`config.mk`:
```
export PLATFORM = sky130hd
export DESIGN_NAME = color_centroid_tracker
export DESIGN_NICKNAME = d
export VERILOG_FILES = /design/src/rtl/color_centroid_tracker.sv
export SDC_FILE = /design/constraint.sdc
export NUM_CORES = 1
export LEC_CHECK = 0
export BUFFER_PORTS_ARGS = -buffer_cell sky130_fd_sc_hd__buf_2
export CORE_MARGIN = 2
export CORE_UTILIZATION = 60
export DETAILED_ROUTE_END_ITERATION = 8
export PLACE_DENSITY_LB_ADDON = 0.05
export SKIP_CTS_REPAIR_TIMING = 1
export SLEW_MARGIN = 20
export SYNTH_ARGS = -nofsm -noshare
export SYNTH_HDL_FRONTEND = slang
export SYNTH_SLANG_ARGS = --single-unit
```
`constraint.sdc`:
```
create_clock -name FSM_CLK -period 5.4 [get_ports FSM_CLK]
set_clock_uncertainty 0.15 [all_clocks]
set_input_delay 0.54 -clock FSM_CLK [delete_from_list [all_inputs] [get_ports FSM_CLK]]
set_output_delay 0.54 -clock FSM_CLK [all_outputs]
set_load 0.1 [all_outputs]
```
`src/rtl/color_centroid_tracker.sv`:
```
// Colour-window centroid tracker for a 16-bit RGB565 pixel stream.
// Accumulates match count and coordinate sums per frame, then divides
// sum/count with a serial restoring divider to produce the centroid.
//
// Accumulation FSM
//   state    | meaning
//   WAIT_SOF | ignore beats until a start-of-frame beat arrives
//   ACCUM    | classify and accumulate pixels of the current frame
//
// Divider FSM
//   state    | meaning
//   IDLE     | waiting for a frame-end snapshot
//   DIV_X    | one quotient bit per cycle of sum_x / count
//   DIV_Y    | one quotient bit per cycle of sum_y / count
//   DONE     | publish results and pulse CENT_VALID
module color_centroid_tracker #(
  parameter int FRAME_W    = 320,
  parameter int FRAME_H    = 240,
  parameter int SUM_W      = 25,
  parameter int MIN_PIXELS = 16
) (
  input  logic        FSM_CLK,
  input  logic        RESETN,
  input  logic [31:0] S_TDATA,
  input  logic        S_TVALID,
  input  logic        S_TUSER,
  input  logic        S_TLAST,
  output logic        S_TREADY,
  input  logic [4:0]  R_MIN,
  input  logic [4:0]  R_MAX,
  input  logic [5:0]  G_MIN,
  input  logic [5:0]  G_MAX,
  input  logic [4:0]  B_MIN,
  input  logic [4:0]  B_MAX,
  output logic [8:0]  CENT_X,
  output logic [7:0]  CENT_Y,
  output logic [16:0] PIX_COUNT,
  output logic        OBJ_FOUND,
  output logic        CENT_VALID,
  output logic        FRAME_ERR
);

  localparam int              BC_W     = $clog2(SUM_W);
  localparam logic [8:0]      X_LAST   = 9'(FRAME_W - 1);
  localparam logic [7:0]      Y_LAST   = 8'(FRAME_H - 1);
  localparam logic [16:0]     MIN_CNT  = 17'(MIN_PIXELS);
  localparam logic [BC_W-1:0] BIT_LAST = BC_W'(SUM_W - 1);

  typedef enum logic {WAIT_SOF, ACCUM} acc_state_t;
  typedef enum logic [1:0] {IDLE, DIV_X, DIV_Y, DONE} div_state_t;

  acc_state_t acc_state, acc_next;
  div_state_t div_state, div_next;

  logic [8:0]       x, pix_x;
  logic [7:0]       y, pix_y;
  logic [16:0]      cnt, cnt_nxt;
  logic [SUM_W-1:0] sum_x, sum_y, sx_nxt, sy_nxt;

  logic [16:0]      divisor;
  logic [SUM_W-1:0] sy_hold, rem, quo, rem_new, quo_new;
  logic [SUM_W:0]   rem_sh, dvs_ext;
  logic [BC_W-1:0]  bit_cnt;
  logic [8:0]       qx;
  logic             obj_hit, ge;

  logic [4:0] r, b;
  logic [5:0] g;
  logic accept, active, match, frame_end, start_div;
  logic restart_err, row_err, drop_err;
  logic unused_hi;

  assign unused_hi = ^S_TDATA[31:16];
  assign r = S_TDATA[15:11];
  assign g = S_TDATA[10:5];
  assign b = S_TDATA[4:0];

  // An inverted window (MIN > MAX) can never satisfy both bounds, so it matches nothing.
  assign match = (r >= R_MIN) && (r <= R_MAX) && (g >= G_MIN) && (g <= G_MAX) &&
                 (b >= B_MIN) && (b <= B_MAX);

  assign accept = S_TVALID && S_TREADY;
  assign active = accept && (S_TUSER || (acc_state == ACCUM));

  // A start-of-frame beat is pixel (0,0) of a fresh frame regardless of prior state.
  assign pix_x  = S_TUSER ? '0 : x;
  assign pix_y  = S_TUSER ? '0 : y;
  assign cnt_nxt = (S_TUSER ? '0 : cnt) + 17'(match);
  assign sx_nxt  = (S_TUSER ? '0 : sum_x) + (match ? SUM_W'(pix_x) : '0);
  assign sy_nxt  = (S_TUSER ? '0 : sum_y) + (match ? SUM_W'(pix_y) : '0);

  assign frame_end   = active && S_TLAST && (pix_y == Y_LAST);
  assign start_div   = frame_end && (div_state == IDLE);
  assign drop_err    = frame_end && (div_state != IDLE);
  assign restart_err = accept && S_TUSER && (acc_state == ACCUM);
  assign row_err     = active && !S_TLAST && (pix_x == X_LAST);

  // Restoring division step: shift in the next dividend bit, subtract if it fits.
  assign rem_sh  = {rem, quo[SUM_W-1]};
  assign dvs_ext = (SUM_W+1)'(divisor);
  assign ge      = rem_sh >= dvs_ext;
  assign rem_new = ge ? SUM_W'(rem_sh - dvs_ext) : rem_sh[SUM_W-1:0];
  assign quo_new = {quo[SUM_W-2:0], ge};

  // Ready is a register so it reads 0 while in reset and 1 afterwards.
  always_ff @(posedge FSM_CLK or negedge RESETN) begin
    if (!RESETN) S_TREADY <= 1'b0;
    else         S_TREADY <= 1'b1;
  end

  // State registers for both FSMs.
  always_ff @(posedge FSM_CLK or negedge RESETN) begin
    if (!RESETN) begin
      acc_state <= WAIT_SOF;
      div_state <= IDLE;
    end else begin
      acc_state <= acc_next;
      div_state <= div_next;
    end
  end

  // Accumulation next state: frame end returns to WAIT_SOF, any other active beat stays in ACCUM.
  always_comb begin
    acc_next = acc_state;
    if (active) acc_next = frame_end ? WAIT_SOF : ACCUM;
  end

  // Divider next state: too few matches skips the division entirely.
  always_comb begin
    div_next = div_state;
    case (div_state)
      IDLE:    if (start_div) div_next = (cnt_nxt < MIN_CNT) ? DONE : DIV_X;
      DIV_X:   if (bit_cnt == '0) div_next = DIV_Y;
      DIV_Y:   if (bit_cnt == '0) div_next = DONE;
      DONE:    div_next = IDLE;
      default: div_next = IDLE;
    endcase
  end

  // Pixel position and per-frame accumulators; x saturates on the last column.
  always_ff @(posedge FSM_CLK or negedge RESETN) begin
    if (!RESETN) begin
      x     <= '0;
      y     <= '0;
      cnt   <= '0;
      sum_x <= '0;
      sum_y <= '0;
    end else if (active) begin
      cnt   <= cnt_nxt;
      sum_x <= sx_nxt;
      sum_y <= sy_nxt;
      if (S_TLAST) begin
        x <= '0;
        y <= pix_y + 8'd1;
      end else begin
        x <= (pix_x == X_LAST) ? X_LAST : pix_x + 9'd1;
        y <= pix_y;
      end
    end
  end

  // Divider datapath: snapshot at frame end, then x quotient followed by y quotient.
  always_ff @(posedge FSM_CLK or negedge RESETN) begin
    if (!RESETN) begin
      divisor <= '0;
      sy_hold <= '0;
      rem     <= '0;
      quo     <= '0;
      bit_cnt <= '0;
      qx      <= '0;
      obj_hit <= 1'b0;
    end else begin
      case (div_state)
        IDLE: if (start_div) begin
          divisor <= cnt_nxt;
          sy_hold <= sy_nxt;
          rem     <= '0;
          quo     <= sx_nxt;
          bit_cnt <= BIT_LAST;
          obj_hit <= cnt_nxt >= MIN_CNT;
        end
        DIV_X: if (bit_cnt == '0) begin
          qx      <= quo_new[8:0];
          rem     <= '0;
          quo     <= sy_hold;
          bit_cnt <= BIT_LAST;
        end else begin
          rem     <= rem_new;
          quo     <= quo_new;
          bit_cnt <= bit_cnt - 1'b1;
        end
        DIV_Y: begin
          rem     <= rem_new;
          quo     <= quo_new;
          bit_cnt <= bit_cnt - 1'b1;
        end
        default: ;
      endcase
    end
  end

  // Published results change only in DONE; the centroid holds when no object was found.
  always_ff @(posedge FSM_CLK or negedge RESETN) begin
    if (!RESETN) begin
      CENT_X     <= '0;
      CENT_Y     <= '0;
      PIX_COUNT  <= '0;
      OBJ_FOUND  <= 1'b0;
      CENT_VALID <= 1'b0;
    end else begin
      CENT_VALID <= (div_state == DONE);
      if (div_state == DONE) begin
        PIX_COUNT <= divisor;
        OBJ_FOUND <= obj_hit;
        if (obj_hit) begin
          CENT_X <= qx;
          CENT_Y <= quo[7:0];
        end
      end
    end
  end

  // Sticky stream error: restarted frame, overlong row, or frame end while dividing.
  always_ff @(posedge FSM_CLK or negedge RESETN) begin
    if (!RESETN)                               FRAME_ERR <= 1'b0;
    else if (restart_err || row_err || drop_err) FRAME_ERR <= 1'b1;
  end

endmodule

```
==> flow_summary.toml <==
[run_status]
outcome = "finished with violations"
violations = "negative hold slack"

[cts]
tritoncts = "built"
htreeDepth = 1
cts_num_sinks = 232
clockRootBuffer = "clkbuf_16"
clockBufferDepth = 3
clock_latency_ns = 0.54
cts_made_buffers = 26
clkTransAtPathRegs_ns = 0.06

[global_routing]
antenna_found_initial = 0
grt_max_degree = 123
grt_pass1_wl_mm = 56.57
grt.total_usage_pct = 27.74
grt-ovfl-total = 0
grt_pass1_vias = 11100

[sta]
rsz0062_at_grt = "no"
min_period_ns = 4.837
hold_ws_ns = -0.08679
finalSetupViolations = 0
hold_violations = 45
max_slew_margin_pct = 30.23
worstMarginPinSlew_ns = 1.045
slew_violations = 0
setup_tns_ns = 0
max_freq_ghz = 0.2067
fin_ws_ns = 0.5631
post-route-period-util_pct = 89.57

[pwr]
powerDensity_nw_per_um2 = 227.5
peakVddDrop_mv = 0.2486
p_leak_uw = 0.007412

[setup_path]
r2r_start = "y[0]"
path_common_cell = "o21a_1"
crit_family = "compound AO/OA/AOI/OAI gates"
slowest_delay_ns = 0.71
path_class = "in -> reg"
reg2reg_depth = 11
cp-end-kind = "register"
timing.critical_path.arrival_ns = 5.11
path_cells = "buf_2 -> ha_1 -> nor2b_1 -> o21a_1 -> o21a_1 -> o21a_1 -> o211ai_1 -> or4b_1 -> nor3b_1 -> ha_1 -> fa_1 -> a21o_1 -> a21oi_1 -> o21bai_1 -> a2111oi_4 -> nor4_1 -> a2111oi_0 -> a211o_1"
timing.rr.end = "sum_y[20]"
cp_num_buf_inv = 1
slowest_stage = "nor4_1"
start_kind = "primary input"
ff2ff_setup_slack_ns = 1.80
crit_path_max_fanout = 10
cp.required_ns = 5.67

[placed_design]
dp.cells = 1942
hpwlAfterDp_mm = 23.78
port_buffers = 90
place_congestion = 0.8688
pre_cts_slack_ns = 0.09581
post_dp_cell_area_um2 = 15120

[drt]
dr.pass1.iters = 5
drtIter0Drc = 848
ant_nets = 0
vias = 11960
routed-wl-met3_mm = 1.762
vias_per_cell = 6.023
drc = 0
totalWireLength_mm = 34.28
routed.top_layer = "met4"
wl_met1_mm = 16.65
wl_per_cell_um = 17.27
wl_met2_mm = 15.24

[min_path]
min_path_type = "in -> async"

[logic_synthesis]
yosysSeqAreaShare_pct = 40.46
synthFlopType = "dfrtp_1"
netlist-cell-type-count = 86
syn_avg_cell_area_um2 = 9.014
syn-num-nets = 1742
postSynthCellCount = 1592
yosysWarnings = 0
ys_async_sr_fraction_pct = 100.0
synth_edf_count = 0
syn_area_um2 = 14350
yosys_register_bits = 232

[floorplan]
ios = 107
die_area_um2 = 25170
initial_core_util_pct = 61.14
die_w_um = 158.7
fp-row-count = 56
die_h_um = 158.7
coreArea_um2 = 23470

[final_layout]
final_cell_area_um2 = 15880
final_cells = 1985
diodes = 0
fin_util_pct = 67.67
areaGrowthSynthToFinish_pct = 10.68
layout_commonest_cell = "dfrtp_1"
final_cell_mix = "232 x dfrtp_1, 215 x nand2_1, 107 x o21ai_0, 88 x buf_2, 85 x inv_1"
drive_gt1_share_pct = 13.51
nNetsFinal = 1801

[job]
maxCapViolations = 0
==> metrics by stage <==
step                power, uW  hold slack [ns]
floorplan                1933          0.09441
global route             3749          0.02917
global placement         2030           0.3013
CTS                      3646        -0.005787
detailed placement       2037           0.3105
finish                   3613         -0.08679
==> cells in the mapped netlist, drive strengths merged, types with 12 or more instances <==
cell type  count  area share (%)
o31ai         14            0.77
nand4         28             1.3
a221oi        13             1.0
dfrtp        232              40
o22ai         12            0.52
xnor2         33             2.0
mux2          44             3.5
o21ai        137             4.8
buf           19            0.65
mux2i         40             2.8
o21a          19            0.99
xor2          28             1.7
and3          19            0.83
clkbuf        72             1.9
nor3          45             1.6
nor2b         32             1.4
a21o          25             1.3
ha            78             6.8
inv           86             2.2
o211ai        16            0.87
nor4          28             1.4
nand2        217             5.7
a21oi         77             2.8
nor2          84             2.2
nand3         45             1.6
==> worst register-to-register path, delay by kind of cell, from the launching register on <==
family	cells	cell delay, ns
AOI/OAI and AO/OA	5	1.38
and+or+nand+nor	4	0.92
DFF	1	0.39
adders and majority gates	2	0.65
==> logic make-up after synthesis <==
family / Yosys count / synth area share (%)
AO/OA/AOI/OAI: 390 / 17.93
XOR/XNOR: 61 / 3.723
adder cells (fa/ha/maj): 81 / 7.220
buffers and inverters: 177 / 4.787
flip-flops: 232 / 40.46
multiplexers: 84 / 6.243
other: 1 / 0.02613
AND/OR/NAND/NOR: 566 / 19.62
==> registers in the layout, summed over array words and instances (netlist names) <==
register and count:
quo 25, rem 25, sum_x 25, sum_y 25, sy_hold 25, PIX_COUNT 17, cnt 17, divisor 17
CENT_X 9, qx 9, x 9, CENT_Y 8, y 8, bit_cnt 5, div_state 2, CENT_VALID 1
FRAME_ERR 1, OBJ_FOUND 1, S_TREADY 1, acc_state 1, obj_hit 1
==> metal layers <==
metal,up-vias,GRT usage [%]
li1,5838,-
met1,5775,42.35
met2,302,42.59
met3,41,3.321
met4,0,5.792
met5,-,0
==> where the power goes <==
group          switching, uW  internal (uW)  total (uW)
clock                    702            907        1610
combinational            154           79.7         233
sequential              15.2           1760        1770
==> final cells by class <==
cell class,instances,area [um2]
Clock buffer,34,700.7
Clock inverter,9,56.30
Fill cell,1963,7590
Inverter,86,322.8
Multi-Input combinational cell,1183,7870
Sequential cell,232,5806
Tap cell,319,399.1
Timing Repair Buffer,122,728.2
==> how the worst max path moves through the flow <==
stage	start	endpoint	slack, ns	depth (start not counted)
3_5_place_dp	S_TDATA[6]	sy_hold[24]	0.1	18
2_1_floorplan	S_TDATA[5]	sum_y[20]	0.48	19
5_1_grt	S_TDATA[6]	sy_hold[24]	0.34	18
3_3_place_gp	S_TDATA[6]	sum_y[19]	0.19	17
6_report	S_TDATA[6]	sy_hold[24]	0.56	18
4_1_cts	S_TDATA[6]	sy_hold[24]	0.65	18
Power figures use the tool's default switching activity.
